--- config.mk ---
export PLATFORM = sky130hd
export DESIGN_NAME = queue_server_dispatch
export DESIGN_NICKNAME = d
export VERILOG_FILES = /design/src/rtl/queue_server_dispatch.sv
export SDC_FILE = /design/constraint.sdc
export NUM_CORES = 1
export LEC_CHECK = 0
export CAP_MARGIN = 30
export CORE_MARGIN = 3
export CORE_UTILIZATION = 47
export DETAILED_ROUTE_END_ITERATION = 16
export PLACE_DENSITY = 0.81
export SKIP_CTS_REPAIR_TIMING = 1
export SYNTH_ARGS = -nofsm -noshare
export SYNTH_HDL_FRONTEND = slang
export SYNTH_SLANG_ARGS = --single-unit
--- constraint.sdc ---
create_clock -name clk -period 1.76 [get_ports clk]
set_input_delay 0.352 -clock clk [delete_from_list [all_inputs] [get_ports clk]]
set_output_delay 0.352 -clock clk [all_outputs]
set_load 0.01 [all_outputs]
--- src/rtl/queue_server_dispatch.sv ---
// Teller-side queue consumer: latches desk presses, grants round-robin, pulses a queue decrement, announces the call.
// Optional announce chime is enabled by defining QUEUE_CHIME_EN; otherwise chime is tied low.
module queue_server_dispatch #(
  parameter int NTELLER    = 4,
  parameter int ANN_CYCLES = 8,
  parameter int TICKET_MAX = 15
) (
  input  logic               clk,
  input  logic               reset,
  input  logic [NTELLER-1:0] next_btn,
  input  logic               empty_flag,
  output logic               serve_pulse,
  output logic [3:0]         serving_num,
  output logic [1:0]         serving_teller,
  output logic               call_active,
  output logic [NTELLER-1:0] pending,
  output logic               chime
);

  localparam int CW = (ANN_CYCLES > 1) ? $clog2(ANN_CYCLES) : 1;
  localparam logic [CW-1:0] ANN_LAST = CW'(ANN_CYCLES - 1);

  typedef enum logic [1:0] {IDLE, GRANT, ANNOUNCE} state_t;

  state_t             state;
  logic [NTELLER-1:0] btn_q;
  logic [1:0]         last_grant;
  logic [CW-1:0]      ann_cnt;

  logic [NTELLER-1:0] rise;
  logic [NTELLER-1:0] clr;
  logic [1:0]         pick;
  logic               found;
  logic [2:0]         idx;
  logic [3:0]         next_num;

  assign rise     = next_btn & ~btn_q;
  assign next_num = (serving_num >= 4'(TICKET_MAX)) ? 4'd1 : serving_num + 4'd1;

  // Search starts one past the last granted desk so every desk gets a fair turn.
  always_comb begin
    pick  = last_grant;
    found = 1'b0;
    idx   = '0;
    for (int k = 1; k <= NTELLER; k++) begin
      idx = {1'b0, last_grant} + 3'(k);
      if (idx >= 3'(NTELLER)) idx = idx - 3'(NTELLER);
      if (!found && pending[idx[1:0]]) begin
        pick  = idx[1:0];
        found = 1'b1;
      end
    end
  end

  always_comb begin
    clr = '0;
    if (state == GRANT && found) clr[pick] = 1'b1;
  end

  always_ff @(posedge clk or posedge reset) begin
    if (reset) begin
      state          <= IDLE;
      btn_q          <= '0;
      last_grant     <= 2'(NTELLER - 1);
      ann_cnt        <= '0;
      pending        <= '0;
      serve_pulse    <= 1'b0;
      serving_num    <= 4'd0;
      serving_teller <= 2'd0;
      call_active    <= 1'b0;
    end else begin
      btn_q       <= next_btn;
      serve_pulse <= 1'b0;
      // A new rise on the desk being granted wins over the clear.
      pending     <= (pending & ~clr) | rise;
      case (state)
        IDLE: begin
          if (|pending && !empty_flag) state <= GRANT;
        end
        GRANT: begin
          if (found) begin
            serving_teller <= pick;
            last_grant     <= pick;
            serving_num    <= next_num;
            serve_pulse    <= 1'b1;
            call_active    <= 1'b1;
            ann_cnt        <= '0;
            state          <= ANNOUNCE;
          end else begin
            state <= IDLE;
          end
        end
        ANNOUNCE: begin
          if (ann_cnt == ANN_LAST) begin
            call_active <= 1'b0;
            state       <= IDLE;
          end else begin
            ann_cnt <= ann_cnt + CW'(1);
          end
        end
        default: state <= IDLE;
      endcase
    end
  end

`ifdef QUEUE_CHIME_EN
  always_ff @(posedge clk or posedge reset) begin
    if (reset) begin
      chime <= 1'b0;
    end else if (state == GRANT && found) begin
      chime <= 1'b1;
    end else if (state == ANNOUNCE && ann_cnt != ANN_LAST) begin
      chime <= ~chime;
    end else begin
      chime <= 1'b0;
    end
  end
`else
  assign chime = 1'b0;
`endif

endmodule

### Word-level counts from Yosys, hierarchy flattened

Cells that the tools add are included.

* flip-flop bits (word level): 23
* output and inout bits: 13
* word-level logic and storage cells: 95

* add/subtract/negate cells: 10
* order comparisons: 11
* equal/unequal tests: 7
* multiplexer cells: 36
* bitwise gates (word level): 5
* reductions and logical operators: 17

Operator list (count)
* $mux W2: 11
* $lt A2 B3 Y1 const B: 5
* $mux W1: 13
* $ge A3 B3 Y1 const B: 4
* $and A4 B4 Y4: 2
* $bmux W1 S2: 4
* $mux W4: 2
* $ne A2 B2 Y1 const B: 4
* $not A4 Y4: 2
* $sub A2 B1 Y2 const B: 4
* $add A2 B2 Y3 const B: 2
* $logic_and A1 B1 Y1: 6
* $mux W3: 2
* $pmux W2 S3: 1
* $pmux W3 S2: 1
* $reduce_and A3 Y1: 2
* $add A4 B1 Y4 const B: 1
* $ge A4 B4 Y1 const B: 1
* $logic_not A1 Y1: 4
* $or A4 B4 Y4: 1
* $reduce_and A2 Y1: 2
* $reduce_or A4 Y1: 1
* $add A2 B1 Y3 const B: 1
* $add A2 B3 Y3 const B: 1
* other kinds (9): 9

### Logic depth before layout (Yosys ltp)

* depth after elaboration: 23
* gate-level depth with buffers: 6
* depth with buffers taken out: 5

### Worst setup path after synthesis

No wires, ideal clock.

* path kind: register to register
* from: reg pending[3]
* to: reg serving_num[1]
* setup time: 0.125 ns
* arrival time: 1.295 ns
* data required time: 1.635 ns
* slack: 0.340 ns
* stages on the path, launching flop included: 5
* buffers on the path: 1
* cell sequence: dfrtp_1 > nor4_2 > nor3_2 > buf_6 > mux2_4

* word-level cells in the longest chain between the ends: 13

Ends and longest elaborated chain
* from (decl): line 16 `output logic [NTELLER-1:0] pending,`
* from (signal assigned): line 75 `pending <= (pending & ~clr) | rise;`
* $bmux W1 S2: line 48 `if (!found && pending[idx[1:0]]) begin`
* $mux W1 (not written as such): line 48
* $mux W1: line 48
* $logic_not A1 Y1: line 48
* $logic_and A1 B1 Y1: line 48
* $mux W1: line 48
* $logic_not A1 Y1: line 48
* $logic_and A1 B1 Y1: line 48
* $mux W1: line 48
* $logic_not A1 Y1: line 48
* $logic_and A1 B1 Y1: line 48
* $mux W1 (*): line 48
* $reduce_and A2 Y1 (no line) (*)
* to (signal assigned): line 84 `serving_num <= next_num;`
* to (decl): line 13 `output logic [3:0] serving_num,`

Mark *: on every way between the ends. The rest lies on a longest branch, timed or not. The select of a mux whose other input is x is not followed.
A chain may end at the register's enable or synchronous reset.

### Worst setup path after layout

* from: reg pending[0]
* to: out pending[0]

No word-level cell between the ends.

==> results.py <==
metrics = {
    "finish": {
        "area_delta_synth_final_pct": 22.9,
        "stdcell_area_sq_um": 1310,
        "final_net_count": 121,
        "drive_gt1_share_pct": 17.3,
        "antenna_cells": 0,
    },
    "setup_path": {
        "arrival_ns": 1.33,
        "crit_type": "reg2out",
        "endpoint_kind": "primary output",
        "cp-start-kind": "flop",
        "required_ns": 1.41,
        "slowest_stage": "clkdlybuf4s50_1",
        "ff2ff_setup_slack_ns": 0.29,
        "path_max_fanout": 6,
        "worst-path-buf-inv": 1,
        "critical_path.max_stage_delay_ns": 0.57,
        "cp_top_family": "buffers and inverters",
        "worstPathCellList": "clkdlybuf4s50_1",
    },
    "detailed_routing": {
        "drc": 0,
        "wl_met3_microns": 79,
        "drt_first_iter_violations": 13,
        "vias": 722,
        "dr.pass1.iters": 4,
        "dr_wl_met2_microns": 833,
        "route.detailed.vias_per_inst": 5.27,
        "wl_per_cell_microns": 13.4,
        "wl_microns": 1830,
        "top_layer": "met4",
        "met1Wirelength_microns": 904,
        "ant_nets": 0,
    },
    "outcome": {
        "status": "complete, no violations",
    },
    "clocking": {
        "insertion_delay_ns": 0.31,
        "cts_max_level": 1,
        "clock-root-buffer": "clkbuf_4",
        "cts.sink_count": 23,
        "cts_max_path_buffers": 2,
        "tritoncts": "done",
        "clk_pin_slew_ns": 0.14,
        "cts_buffers": 3,
    },
    "yosys": {
        "syn_inst": 89,
        "syn_avg_cell_area_sq_um": 11.9,
        "ys_seq_elements": 23,
        "synth_ff_type": "dfrtp_1",
        "syn-num-nets": 99,
        "synth-seq-area-share_pct": 54.4,
        "synth_warnings": 0,
        "synth-edff-count": 0,
        "yosysUniqueCellTypes": 32,
        "async_flop_share_pct": 100,
        "syn_area_sq_um": 1060,
    },
    "flow_run": {
        "drv_cap": 0,
    },
    "placement": {
        "portBuffers": 18,
        "hpwl_microns": 1350,
        "gp_congestion": 0.862,
        "placed_area_sq_um": 1270,
        "pre_cts_ws_ns": 0.274,
    },
    "sta": {
        "setup_violations": 0,
        "slew_viol_final": 0,
        "fin_tns_setup_ns": 0,
        "fmax_ghz": 0.593,
        "min_period_ns": 1.69,
        "fin_ws_ns": 0.0740,
        "fin_crit_sh_pct": 95.8,
        "fin_skew_ns": 0.0121,
        "report.final.hold_viol_count": 0,
        "rsz0062_at_grt": "no",
    },
    "grt": {
        "first_global_vias": 685,
        "grt_max_degree": 24,
        "grt_usage_pct": 15.4,
        "antenna_found_initial": 0,
        "grt_pass1_wl_microns": 3130,
        "overflow": 0,
    },
    "die": {
        "die_x_microns": 53.5,
        "start_util_pct": 52.0,
        "dieArea_sq_um": 2870,
        "die_y_microns": 53.5,
        "rows": 16,
        "coreArea_sq_um": 2040,
        "pin_count": 20,
    },
    "pwr": {
        "ir_drop_mv": 0.967,
        "p_leak_nw": 0.529,
        "cellPowerDensity_nw_per_um2": 1750,
    },
    "min_path": {
        "hold_path_class": "in2async",
    },
}
path summary, 6_finish.rpt:
path	start	endpoint	cells after the start
max	pending[0]	pending[0]	1
min	reset	ann_cnt[0]	3
max reg2reg	pending[3]	serving_teller[1]	4
min reg2reg	state[0]	state[0]	1
max in group asynchronous	reset	last_grant[0]	3
min in group clk	state[0]	state[0]	1
logic make-up (layout without fill, tap and decap cells):
logic type	count (synthesis)	count (layout)	synth area share, %
flip-flops	23	23	54.4
other	1	1	0.353
buffers and inverters	7	28	4.24
adder cells (fa/ha/maj)	3	3	3.53
multiplexers	4	4	5.18
XOR/XNOR	1	1	0.825
AND/OR/NAND/NOR	34	34	19.2
AO/OA/AOI/OAI	16	16	12.3
where the power goes:
part	internal (mW)	switching, mW
Combinational	0.597	0.492
Clock	0.0865	0.161
Sequential	0.749	0.201
stage by stage:
stage	utilization, %	power [mW]	instances	hold slack, ns
2_1_floorplan	-	1.64	89	0.352
3_3_place_gp	62.4	2.02	133	0.426
3_5_place_dp	62.4	2.06	133	0.438
4_1_cts	63.8	2.31	137	0.371
5_1_grt	63.9	2.47	137	0.381
6_report	63.9	2.29	137	0.364
layout by cell type (no fill, tap or decap):
cell type	Yosys	final
a32o_1	1	1
o21ai_1	2	2
and3_4	1	1
o21ai_2	1	1
dfrtp_2	0	1
nor2_1	6	6
nand2b_4	1	1
buf_12	0	1
inv_1	4	4
nor3_2	1	1
mux2_4	3	3
a21o_1	1	1
dfstp_2	2	2
xnor2_1	1	1
ha_1	3	3
dfrtp_1	21	20
o21ai_0	1	1
a21oi_1	2	2
a41oi_2	2	2
nand2b_1	7	7
nand3_1	4	4
o22ai_1	2	2
nor4_1	1	1
a31oi_1	1	1
buf_4	1	1
mux2i_1	1	1
conb_1	1	1
o32a_1	2	2
o21a_1	1	1
nor2b_1	6	6
clkbuf_4	0	3
nand2_1	5	5
clkinvlp_4	0	1
nand3b_1	1	1
nor4_2	1	1
clkdlybuf4s50_1	0	18
metal layers:
layer | vias to the layer above | global-route usage [%]
li1 | 350 | -
met1 | 349 | 20.1
met2 | 21 | 24.3
met3 | 2 | 3.60
met4 | 0 | 6.81
met5 | - | 0
cells in the mapped netlist, types with 2 or more instances:
library cell   n  area [sq um]
a21oi_1        2          10.0
a41oi_2        2          32.5
buf_6          2          22.5
dfrtp_1       21           526
dfstp_2        2          52.6
ha_1           3          37.5
inv_1          4          15.0
mux2_4         3          45.0
nand2_1        5          18.8
nand2b_1       7          43.8
nand3_1        4          20.0
nor2_1         6          22.5
nor2b_1        6          37.5
o21ai_1        2          10.0
o22ai_1        2          12.5
o32a_1         2          20.0
cell type report:
| class | count | area, sq um |
|---|---|---|
| clock buffer | 3 | 22.5 |
| fill | 162 | 737 |
| tap | 27 | 33.8 |
| multi-input combinational | 59 | 439 |
| inverter | 4 | 15.0 |
| sequential | 23 | 579 |
| clock inverter | 1 | 7.51 |
| timing repair buffer | 20 | 208 |
registers in the layout, summed over array words and instances (netlist names):
name / count
ann_cnt: 3
pending: 4
btn_q: 4
last_grant: 2
serving_teller: 2
state: 2
serving_num: 4
serve_pulse: 1
call_active: 1
No activity file was read; power rests on OpenSTA's default activity.
